<file path="config.mk">
export PLATFORM = sky130hd
export DESIGN_NAME = axis_credit_sink_rtl_flat
export DESIGN_NICKNAME = d
export VERILOG_FILES = /design/src/rtl/axis_credit_pkg.sv /design/src/rtl/axis_credit_sink_rtl_if.sv /design/src/rtl/axis_credit_sink_rtl_credit_delay.sv /design/src/rtl/axis_credit_sink_rtl.sv /design/src/flat_wrapper.sv
export SDC_FILE = /design/constraint.sdc
export NUM_CORES = 1
export LEC_CHECK = 0
export BUFFER_PORTS_ARGS = -buffer_cell sky130_fd_sc_hd__buf_4
export CELL_PAD_IN_SITES_DETAIL_PLACEMENT = 1
export CELL_PAD_IN_SITES_GLOBAL_PLACEMENT = 2
export CORE_MARGIN = 1.5
export CORE_UTILIZATION = 33
export CTS_BUF_LIST = sky130_fd_sc_hd__clkbuf_16
export DETAILED_ROUTE_END_ITERATION = 10
export HOLD_SLACK_MARGIN = 0.02
export PLACE_DENSITY_LB_ADDON = 0.1
export SETUP_SLACK_MARGIN = 0.3
export SLEW_MARGIN = 15
export SYNTH_ARGS = -nofsm -noshare
export SYNTH_HDL_FRONTEND = slang
export SYNTH_SLANG_ARGS = --single-unit
</file>
<file path="constraint.sdc">
create_clock -name aclk -period 9.1 [get_ports aclk]
set_clock_uncertainty 0.05 [all_clocks]
set_input_delay 0.455 -clock aclk [delete_from_list [all_inputs] [get_ports aclk]]
set_output_delay 0.455 -clock aclk [all_outputs]
set_load 0.005 [all_outputs]
</file>
<file path="src/rtl/axis_credit_pkg.sv">
// Shared definitions for the credit-flow AXI4-Stream link (sink and source ends).
// Both ends size their credit counters and check link legality from these.
package axis_credit_pkg;

  typedef enum logic {
    HEAD_EMPTY = 1'b0,
    HEAD_VALID = 1'b1
  } head_state_e;

  localparam int DEFAULT_DEPTH         = 16;
  localparam int DEFAULT_CREDIT_STAGES = 4;
  localparam int MIN_DEPTH             = 4;
  localparam int MIN_CREDIT_STAGES     = 1;
  // Cycles of round trip beyond the pipeline stages: sink pop decision plus source send decision.
  localparam int RTT_SLACK             = 2;

  // Width that holds any count 0..depth inclusive.
  function automatic int credit_cnt_bits(input int depth);
    return $clog2(depth) + 1;
  endfunction

  function automatic bit link_cfg_legal(input int depth, input int credit_stages,
                                        input int fwd_stages);
    return (depth >= MIN_DEPTH) &&
           ((depth & (depth - 1)) == 0) &&
           (credit_stages >= MIN_CREDIT_STAGES) &&
           (depth >= fwd_stages + credit_stages + RTT_SLACK);
  endfunction

endpackage

</file>
<file path="src/rtl/axis_credit_sink_rtl_if.sv">
// AXI4-Stream channel bundle used on the output of the credit sink.
// Handshake: a beat transfers on a clock edge where tvalid and tready are both 1;
// once tvalid is raised, tdata and tvalid hold until that transfer happens.
interface axis_credit_sink_rtl_if #(
  parameter int DATA_BITS = 32
) ();

  logic [DATA_BITS-1:0] tdata;
  logic                 tvalid;
  logic                 tready;

  modport master (
    output tdata,
    output tvalid,
    input  tready
  );

  modport slave (
    input  tdata,
    input  tvalid,
    output tready
  );

endinterface

</file>
<file path="src/rtl/axis_credit_sink_rtl_credit_delay.sv">
// Fixed-latency 1-bit delay line for credit pulses; each input pulse emerges
// STAGES cycles later, so pulses never merge or shift relative to each other.
module credit_delay_rtl #(
  parameter int STAGES = 4
) (
  input  logic clk,
  input  logic clr,
  input  logic din,
  output logic dout
);

  logic [STAGES-1:0] sr_q;
  logic [STAGES-1:0] sr_d;

  always_comb begin
    sr_d = (sr_q << 1) | STAGES'(din);
  end

  always_ff @(posedge clk) begin
    if (clr) begin
      sr_q <= '0;
    end else begin
      sr_q <= sr_d;
    end
  end

  assign dout = sr_q[STAGES-1];

endmodule

</file>
<file path="src/rtl/axis_credit_sink_rtl.sv">
// Receive end of a credit-flow AXI4-Stream link: buffers valid-only beats,
// re-presents them with full backpressure and returns one credit per freed slot.
module axis_credit_sink_rtl
  import axis_credit_pkg::*;
#(
  parameter int DATA_BITS     = 32,
  parameter int DEPTH         = DEFAULT_DEPTH,
  parameter int CREDIT_STAGES = DEFAULT_CREDIT_STAGES
) (
  input  logic                               aclk,
  input  logic                               areset,
  input  logic [DATA_BITS-1:0]               s_link_tdata,
  input  logic                               s_link_tvalid,
  output logic                               s_link_credit,
  axis_credit_sink_rtl_if.master             m_axis,
  output logic [credit_cnt_bits(DEPTH)-1:0]  occupancy,
  output logic                               overflow,
  output head_state_e                        dbg_head_state
);

  localparam int PTR_BITS = $clog2(DEPTH);
  localparam int OCC_BITS = credit_cnt_bits(DEPTH);
  localparam logic [OCC_BITS-1:0] OCC_FULL = OCC_BITS'(DEPTH);

  head_state_e            head_state_q, head_state_d;
  logic [DATA_BITS-1:0]   head_data_q,  head_data_d;
  logic [PTR_BITS-1:0]    wr_ptr_q,     wr_ptr_d;
  logic [PTR_BITS-1:0]    rd_ptr_q,     rd_ptr_d;
  logic [OCC_BITS-1:0]    store_cnt_q,  store_cnt_d;
  logic [OCC_BITS-1:0]    occ_q,        occ_d;
  logic                   overflow_q,   overflow_d;
  logic                   credit_q,     credit_d;
  logic [DATA_BITS-1:0]   mem_q [DEPTH];

  logic pop;
  logic full;
  logic push;
  logic store_empty;
  logic head_take_push;
  logic store_rd;
  logic mem_we;
  logic credit_line_out;

  // Fullness is judged on the pre-pop count: the transmitter only sends when it
  // holds a credit, so a beat arriving at DEPTH means the link protocol broke.
  always_comb begin
    pop         = (head_state_q == HEAD_VALID) && m_axis.tready;
    full        = (occ_q == OCC_FULL);
    push        = s_link_tvalid && !full;
    store_empty = (store_cnt_q == '0);
    overflow_d  = overflow_q | (s_link_tvalid & full);
  end

  // Head register FSM. A push bypasses storage only when storage is empty,
  // which keeps arrival order and gives one-cycle latency into an empty block.
  always_comb begin
    head_state_d   = head_state_q;
    head_data_d    = head_data_q;
    head_take_push = 1'b0;
    store_rd       = 1'b0;
    case (head_state_q)
      HEAD_EMPTY: begin
        if (!store_empty) begin
          head_data_d  = mem_q[rd_ptr_q];
          store_rd     = 1'b1;
          head_state_d = HEAD_VALID;
        end else if (push) begin
          head_data_d    = s_link_tdata;
          head_take_push = 1'b1;
          head_state_d   = HEAD_VALID;
        end
      end
      HEAD_VALID: begin
        if (pop) begin
          if (!store_empty) begin
            head_data_d = mem_q[rd_ptr_q];
            store_rd    = 1'b1;
          end else if (push) begin
            head_data_d    = s_link_tdata;
            head_take_push = 1'b1;
          end else begin
            head_state_d = HEAD_EMPTY;
          end
        end
      end
      default: begin
        head_state_d = HEAD_EMPTY;
      end
    endcase
  end

  always_comb begin
    mem_we      = push && !head_take_push;
    wr_ptr_d    = mem_we   ? wr_ptr_q + PTR_BITS'(1) : wr_ptr_q;
    rd_ptr_d    = store_rd ? rd_ptr_q + PTR_BITS'(1) : rd_ptr_q;
    store_cnt_d = store_cnt_q + OCC_BITS'(mem_we) - OCC_BITS'(store_rd);
    occ_d       = occ_q + OCC_BITS'(push) - OCC_BITS'(pop);
    credit_d    = credit_line_out;
  end

  always_ff @(posedge aclk) begin
    if (areset) begin
      head_state_q <= HEAD_EMPTY;
      head_data_q  <= '0;
      wr_ptr_q     <= '0;
      rd_ptr_q     <= '0;
      store_cnt_q  <= '0;
      occ_q        <= '0;
      overflow_q   <= 1'b0;
      credit_q     <= 1'b0;
    end else begin
      head_state_q <= head_state_d;
      head_data_q  <= head_data_d;
      wr_ptr_q     <= wr_ptr_d;
      rd_ptr_q     <= rd_ptr_d;
      store_cnt_q  <= store_cnt_d;
      occ_q        <= occ_d;
      overflow_q   <= overflow_d;
      credit_q     <= credit_d;
    end
  end

  // Storage array carries no reset; the pointers and counts define validity.
  always_ff @(posedge aclk) begin
    if (mem_we) begin
      mem_q[wr_ptr_q] <= s_link_tdata;
    end
  end

  // A pop enters the delay line on the same edge; the output flop adds the last
  // stage so the pulse appears CREDIT_STAGES edges after the pop.
  credit_delay_rtl #(
    .STAGES (CREDIT_STAGES)
  ) u_credit_delay (
    .clk  (aclk),
    .clr  (areset),
    .din  (pop),
    .dout (credit_line_out)
  );

  assign m_axis.tdata   = head_data_q;
  assign m_axis.tvalid  = (head_state_q == HEAD_VALID);
  assign s_link_credit  = credit_q;
  assign occupancy      = occ_q;
  assign overflow       = overflow_q;
  assign dbg_head_state = head_state_q;

endmodule

</file>
<file path="src/flat_wrapper.sv">
// flat-port wrapper written by rule: the top's interface ports become plain ports
module axis_credit_sink_rtl_flat import axis_credit_pkg::*;
#(
  parameter int DATA_BITS     = 32,
  parameter int DEPTH         = DEFAULT_DEPTH,
  parameter int CREDIT_STAGES = DEFAULT_CREDIT_STAGES
)
  (aclk, areset, s_link_tdata, s_link_tvalid, s_link_credit, occupancy, overflow, dbg_head_state, m_axis_tdata, m_axis_tvalid, m_axis_tready);
  axis_credit_sink_rtl_if #(.DATA_BITS(DATA_BITS)) m_axis_i ();
  input  logic aclk;
  input  logic areset;
  input  logic [DATA_BITS-1:0] s_link_tdata;
  input  logic s_link_tvalid;
  output logic s_link_credit;
  output logic [credit_cnt_bits(DEPTH)-1:0] occupancy;
  output logic overflow;
  output head_state_e dbg_head_state;
  output wire logic [$bits(m_axis_i.tdata)-1:0] m_axis_tdata;
  output wire logic [$bits(m_axis_i.tvalid)-1:0] m_axis_tvalid;
  input wire logic [$bits(m_axis_i.tready)-1:0] m_axis_tready;
  assign m_axis_tdata = m_axis_i.tdata;
  assign m_axis_tvalid = m_axis_i.tvalid;
  assign m_axis_i.tready = m_axis_tready;
  axis_credit_sink_rtl #(.DATA_BITS(DATA_BITS), .DEPTH(DEPTH), .CREDIT_STAGES(CREDIT_STAGES)) u_core (.aclk(aclk), .areset(areset), .s_link_tdata(s_link_tdata), .s_link_tvalid(s_link_tvalid), .s_link_credit(s_link_credit), .m_axis(m_axis_i), .occupancy(occupancy), .overflow(overflow), .dbg_head_state(dbg_head_state));
endmodule
</file>
==> run_results.csv, run 1 <==
group,metric,value,unit
synthesis,yosysSeqAreaShare,0.741,
clock_tree,cts_max_path_buffers,3,
clock_tree,path_clk_slew,0.06,ns
clock_tree,ctsRootBufferMaster,"clkbuf_16",
setup_path,worstPathCellList,"buf_4, nand2b_2, o22ai_1, o31ai_1, o221a_1",
layout,seq_area,16600,µm²
setup_path,cp_num_cells,5,
clock_tree,cts_resized,0,
timing,fmax,298,MHz
setup_path,cpLargestDelayFamily,"simple AND/OR/NAND/NOR gates",
timing,worstMarginPinSlew,1.11,ns
clock_tree,cts.sinks,573,
clock_tree,clock_latency,0.60,ns
job,drv_cap,0,
placed_design,dp_hpwl,29.5,mm
placed_design,dp_cells,2078,
pwr,p_clk_frac,0.357,
die,io_pins,77,
die,die_area,69400,µm²
timing,rsz0062_at_grt,"false",
placed_design,place_area,24000,µm²
global_routing,grt_pass1_wl,85.0,mm
placed_design,gp_congestion,0.678,
layout,diodes,0,
setup_path,crit_required,9.57,ns
synthesis,avgSynthCellArea,19.1,µm²
timing,setup_tns,0,ns
setup_path,max_stage_delay,1.00,ns
synthesis,syn_inst,1170,
die,initial_core_util,0.333,
synthesis,synth_ff_type,"edfxtp_1",
pwr,leakagePower,8.66,nW
clock_tree,postCtsHoldBufs,0,
layout,fin_area,26200,µm²
drt,wl_per_cell,26.0,µm
die,core-area,67200,µm²
timing,slew_headroom,0.263,
timing,setup_viol,0,
timing,slew_violations,0,
layout,synthToLayoutAreaGrowth,17.0,%
layout,fin_nets,1328,
pwr,p_seq_frac,0.440,
setup_path,cp.buffers_inverters,1,
pwr,cellPowerDensity,283,nW/µm²
global_routing,grt_use_total,0.168,
layout,nFillCells,6406,
layout,fin_util,0.390,
drt,vias_per_cell,5.06,
drt,dr_total_vias,11100,
setup_path,worst-r2r-cell-count,5,
pwr,ir_worst_vdd,0.000112,V
clock_tree,htreeDepth,3,
drt,dr.pass1.iters,7,
layout,stdcell_count,2196,
timing,timing.final.crit_share,0.369,
global_routing,grt_pass1_vias,12300,
setup_path,cpMaxStageDelayCell,"nand2b_2",
setup_path,arrival,3.83,ns
synthesis,syn_nets,1225,
synthesis,async_reset_ff_frac,0,
pwr,internal_power,5.38,mW
global_routing,grt_max_degree,99,
hold_path,hold_path_class,"in2reg",
layout,multi_input_area,5340,µm²
setup_path,crit_path_max_fanout,36,
setup_path,cp-end-kind,"flop",
synthesis,netlist_area,22400,µm²
timing,fin_crit,3.36,ns
synthesis,synth_edf_count,512,
placed_design,portBuffers,76,
clock_tree,cts_setup_buffers,0,
setup_path,worstSetupStartpointType,"flop",
drt,detail-route-antenna-nets,0,
synthesis,yosysUniqueCellTypes,42,
setup_path,critPathKind,"reg2reg",
hold_path,hold_path_depth,3,
global_routing,gr-total-overflow,0,
clock_tree,numCtsBuffers,66,
global_routing,antenna_found_initial,2,
synthesis,ys_seq_elements,573,
drt,routed_wirelength,57.1,mm
timing,hold_violations,0,
drt,drt_iter0_drc,661,
die,die_w,263,µm
die,num_rows,95,
clock_tree,cts_tree,"yes",
pwr,switching_share,0.274,
layout,drive_gt1_frac,0.291,
outcome,status,"finished clean",
pwr,comb_power_share,0.203,
pwr,power.switching,2.03,mW
die,die_y,263,µm
synthesis,ys.warnings.count,0,
drt,remaining_drc_errors,0,
-- path summary, 6_finish.rpt --
check,from,end,slack (ns)
worst max-delay path,flop,u_core.m_axis.tdata[23]$_SDFFE_PP0P_,5.74
worst min-delay path,s_link_tvalid,u_core.overflow$_SDFF_PP0_,0.11
worst max register to register,flop,u_core.m_axis.tdata[23]$_SDFFE_PP0P_,5.74
worst min register to register,u_core.u_credit_delay.sr_q[1]$_SDFF_PP0_,u_core.u_credit_delay.sr_q[2]$_SDFF_PP0_,0.39
-- power by group through the flow --
stage / Clock (mW) / Combinational [mW] / Sequential, mW
4_1_cts: 2.73 / 1.55 / 3.28
3_3_place_gp: 0 / 1.53 / 3.33
2_1_floorplan: 0 / 1.03 / 3.22
6_report: 2.65 / 1.50 / 3.26
5_1_grt: 2.83 / 1.66 / 3.29
3_5_place_dp: 0 / 1.55 / 3.33
-- metal layers --
layer / global-route usage / vias up / routed length (µm)
li1: - / 4913 / -
met1: 0.225 / 5965 / 25900
met2: 0.282 / 168 / 28400
met3: 0.0283 / 60 / 1890
met4: 0.0462 / 4 / 845
met5: 0 / - / 23
-- layout by cell type, fill, tap and decap left out, types with 10 or more instances in the layout --
cell	synthesis	final
o221ai_1	42	42
mux2i_1	35	35
buf_4	6	102
dfxtp_1	61	57
a21oi_1	40	39
edfxtp_1	512	512
o31ai_1	10	10
mux2_2	62	62
nor2b_1	22	22
nor2_1	55	43
o211a_1	21	21
clkinv_1	0	11
clkbuf_16	0	68
mux4_2	97	97
nor2_4	0	12
inv_1	54	72
o22ai_1	10	10
ha_1	17	17
-- cells by family after synthesis --
family,count (synthesis),share of synthesized area
AO/OA/AOI/OAI,142,0.0490
XOR/XNOR,9,0.00352
adder cells (fa/ha/maj),19,0.0113
buffers and inverters,122,0.0253
flip-flops,573,0.741
multiplexers,194,0.144
AND/OR/NAND/NOR,111,0.0249
-- flip-flops by register name (all words and copies together), names as in the netlist, named ones only --
register	count
u_core.occupancy	5
u_core.rd_ptr_q	4
u_core.m_axis.tdata	32
u_core.u_credit_delay.sr_q	4
u_core.wr_ptr_q	4
u_core.overflow	1
u_core.s_link_credit	1
u_core.dbg_head_state	1
u_core.store_cnt_q	5
u_core.mem_q	512
-- cell usage after synthesis (all sizes together) (15+ instances only) --
cell type / number / share of area
a21oi: 40 / 0.0089
buf: 53 / 0.014
clkbuf: 15 / 0.0025
dfxtp: 61 / 0.055
edfxtp: 512 / 0.69
ha: 17 / 0.0095
inv: 54 / 0.0091
mux2: 62 / 0.031
mux2i: 35 / 0.016
mux4: 97 / 0.098
nor2: 55 / 0.0092
nor2b: 22 / 0.0061
o211a: 21 / 0.0094
o221ai: 42 / 0.016
-- final cells by class --
class                   count  share of cell area
flip-flops and latches    573               0.634
multi-input cells         475               0.204
clock buffers              68              0.0650
well taps                 873              0.0417
repair buffers            103              0.0300
clock inverters            50              0.0175
inverters                  54             0.00774
-- tightest hold or removal path, stage by stage --
cell	delay [ns]
buf_4	0.11
a21oi_1	0.06
nor2_1	0.07
-- per-stage QoR --
step / total power [mW] / hold WS (ns) / worst slack (ns)
2_1_floorplan: 4.25 / 0.364 / 5.16
3_3_place_gp: 4.86 / 0.367 / 5.58
3_5_place_dp: 4.88 / 0.381 / 5.55
4_1_cts: 7.56 / 0.0795 / 5.54
5_1_grt: 7.78 / 0.112 / 5.38
6_report: 7.41 / 0.111 / 5.74
(Power assumes the default switching activity.)
==> inputs of run 2 (changes only) <==
- clock period: 9.1 -> 3.1 ns (I/O delays scaled with it)
==> run 2 against run 1 <==
Sequential cell count stayed put. Combinational power grew to 3.3 times the previous value. Sequential share of layout area is 1.9 points lower. Clock power grew to 2.9 times the previous value. First-iteration DRC count is 8.2% lower. Worst setup slack worse by 5.4 ns. Critical path depth is 9 higher. Final area is 3.1% higher. Core utilization is 1.2 points higher. Non-clock buffer count is 65 higher. Largest cell class unchanged.
==> run_results.csv, run 2 (same netlist as run 1, synthesis figures left out) <==
group,metric,value,unit
clock_tree,numCtsBuffers,67,
timing,fin_crit,2.71,ns
placed_design,dp_cells,2103,
outcome,status,"finished clean",
pwr,ir_worst_vdd,0.000365,V
global_routing,grt_pass1_vias,12500,
timing,slew_violations,0,
layout,diodes,0,
hold_path,hold_path_class,"in2reg",
drt,dr_total_vias,11500,
timing,setup_tns,0,ns
clock_tree,cts.sinks,573,
job,drv_cap,0,
timing,slew_headroom,0.331,
setup_path,worstSetupStartpointType,"flop",
clock_tree,htreeDepth,3,
setup_path,arrival,3.10,ns
global_routing,grt_use_total,0.168,
timing,worstMarginPinSlew,1.00,ns
layout,drive_gt1_frac,0.312,
die,die_area,69400,µm²
layout,fin_area,27000,µm²
setup_path,crit_required,3.49,ns
layout,synthToLayoutAreaGrowth,20.6,%
die,core-area,67200,µm²
die,die_w,263,µm
layout,largest_register,"u_core.mem_q",
global_routing,gr-total-overflow,0,
layout,largest_reg_flops,512,
die,die_y,263,µm
setup_path,crit_path_max_fanout,3,
layout,fin_nets,1395,
clock_tree,cts_max_path_buffers,3,
pwr,cellPowerDensity,813,nW/µm²
drt,dr.pass1.iters,5,
clock_tree,clock_latency,0.59,ns
timing,hold_violations,0,
clock_tree,ctsRootBufferMaster,"clkbuf_16",
die,io_pins,77,
layout,fin_util,0.402,
drt,wl_per_cell,25.3,µm
drt,routed_wirelength,57.2,mm
setup_path,max_stage_delay,0.50,ns
setup_path,startpoint,"u_core.store_cnt_q[2]$_SDFF_PP0_",
layout,nFillCells,6450,
drt,detail-route-antenna-nets,0,
layout,final_common_cell,"edfxtp_1",
global_routing,grt_max_degree,61,
setup_path,cp-end-kind,"flop",
timing,setup_viol,0,
layout,stdcell_count,2266,
placed_design,portBuffers,76,
die,num_rows,95,
setup_path,cpMaxStageDelayCell,"or4b_4",
placed_design,place_area,24400,µm²
setup_path,cp_common_cell,"inv_2",
timing,fmax,369,MHz
clock_tree,cts_tree,"yes",
die,initial_core_util,0.333,
setup_path,critPathKind,"reg2reg",
placed_design,gp_congestion,0.692,
layout,most-common-layout-cells,"edfxtp_1, buf_4, mux4_2, clkbuf_16, inv_1",
timing,rsz0062_at_grt,"true",
timing,whs,0.116,ns
placed_design,dp_hpwl,33.0,mm
global_routing,antenna_found_initial,0,
global_routing,grt_pass1_wl,85.5,mm
setup_path,reg2reg_from,"u_core.store_cnt_q[2]$_SDFF_PP0_",
drt,vias_per_cell,5.05,
timing,timing.final.crit_share,0.875,
hold_path,min-delay-start,"areset",
clock_tree,path_clk_slew,0.06,ns
drt,drt_iter0_drc,607,
setup_path,worstPathCellList,"inv_2, ha_2, or4b_4, nand2_4, inv_2, ha_4, inv_2, ha_2, inv_2, fa_2, nor2b_2, o21bai_1, a21oi_1, nor3b_2",
drt,remaining_drc_errors,0,
pwr,leakagePower,8.96,nW
[run 2: changes by cell type in the layout (fill, tap and decap cells not counted), moves of 4 or more]
cell,before,now
inv_2,0,5
inv_1,72,66
nor3_4,0,4
nor3_2,4,0
buf_4,102,117
bufinv_16,9,5
buf_12,1,17
dlygate4sd3_1,0,34
[run 2: timing repair]
| item | in CTS | in global routing |
|---|---|---|
| cloned | 1 | 0 |
| endpoints found under the setup margin | 1 | 345 |
| gates resized for setup | 4 | 13 |
| buffers inserted | 3 | 3 |
| hold buffers | 34 | 0 |
| pin swaps | 3 | 8 |
| endpoints found under the hold margin | 548 | 0 |
[run 2: cell type report]
| type | instances | area, µm² | share of cell area |
|---|---|---|---|
| well taps | 873 | 1090 | 0.0405 |
| inverters | 54 | 205 | 0.00760 |
| clock buffers | 69 | 1730 | 0.0640 |
| multi-input cells | 476 | 5410 | 0.200 |
| clock inverters | 53 | 392 | 0.0145 |
| repair buffers | 168 | 1560 | 0.0577 |
| flip-flops and latches | 573 | 16600 | 0.615 |
[run 2: path summary, 6_finish.rpt]
check                                endpoint  slack (ns)  cells after the start
min reg2reg   u_core.s_link_credit$_SDFF_PP0_        0.39                      1
max          u_core.store_cnt_q[4]$_SDFF_PP0_        0.39                     14
max reg2reg  u_core.store_cnt_q[4]$_SDFF_PP0_        0.39                     14
min            u_core.occupancy[1]$_SDFF_PP0_        0.12                      2
[run 2: stage by stage]
stage	power [mW]	setup WS, ns
final	22.0	0.387
after global routing	23.0	0.261
after CTS	22.3	0.235
after detailed placement	14.6	0.111
after global placement	14.5	0.163
after floorplan	12.5	0.0391
[run 2: worst max-delay path: cells and delay by family, from the launching register on]
kind	cells	cell delay [ns]
and+or+nand+nor	4	0.78
buffers and inverters	4	0.20
DFF	1	0.32
adders and majority gates	4	0.93
AOI/OAI and AO/OA	2	0.29
[run 2: power breakdown]
part	leakage [nW]	switching (mW)	total, mW	internal (mW)
clock	1.10	3.12	7.59	4.46
combinational	2.73	2.62	4.94	2.33
sequential	5.13	0.378	9.43	9.05
total	8.96	6.11	22.0	15.8
[run 2: layer usage]
layer | up-vias | global-route usage | routed length (µm)
li1 | 5063 | - | -
met1 | 6146 | 0.229 | 26000
met2 | 180 | 0.279 | 28200
met3 | 65 | 0.0243 | 1970
met4 | 0 | 0.0494 | 1040
met5 | - | 0 | 0
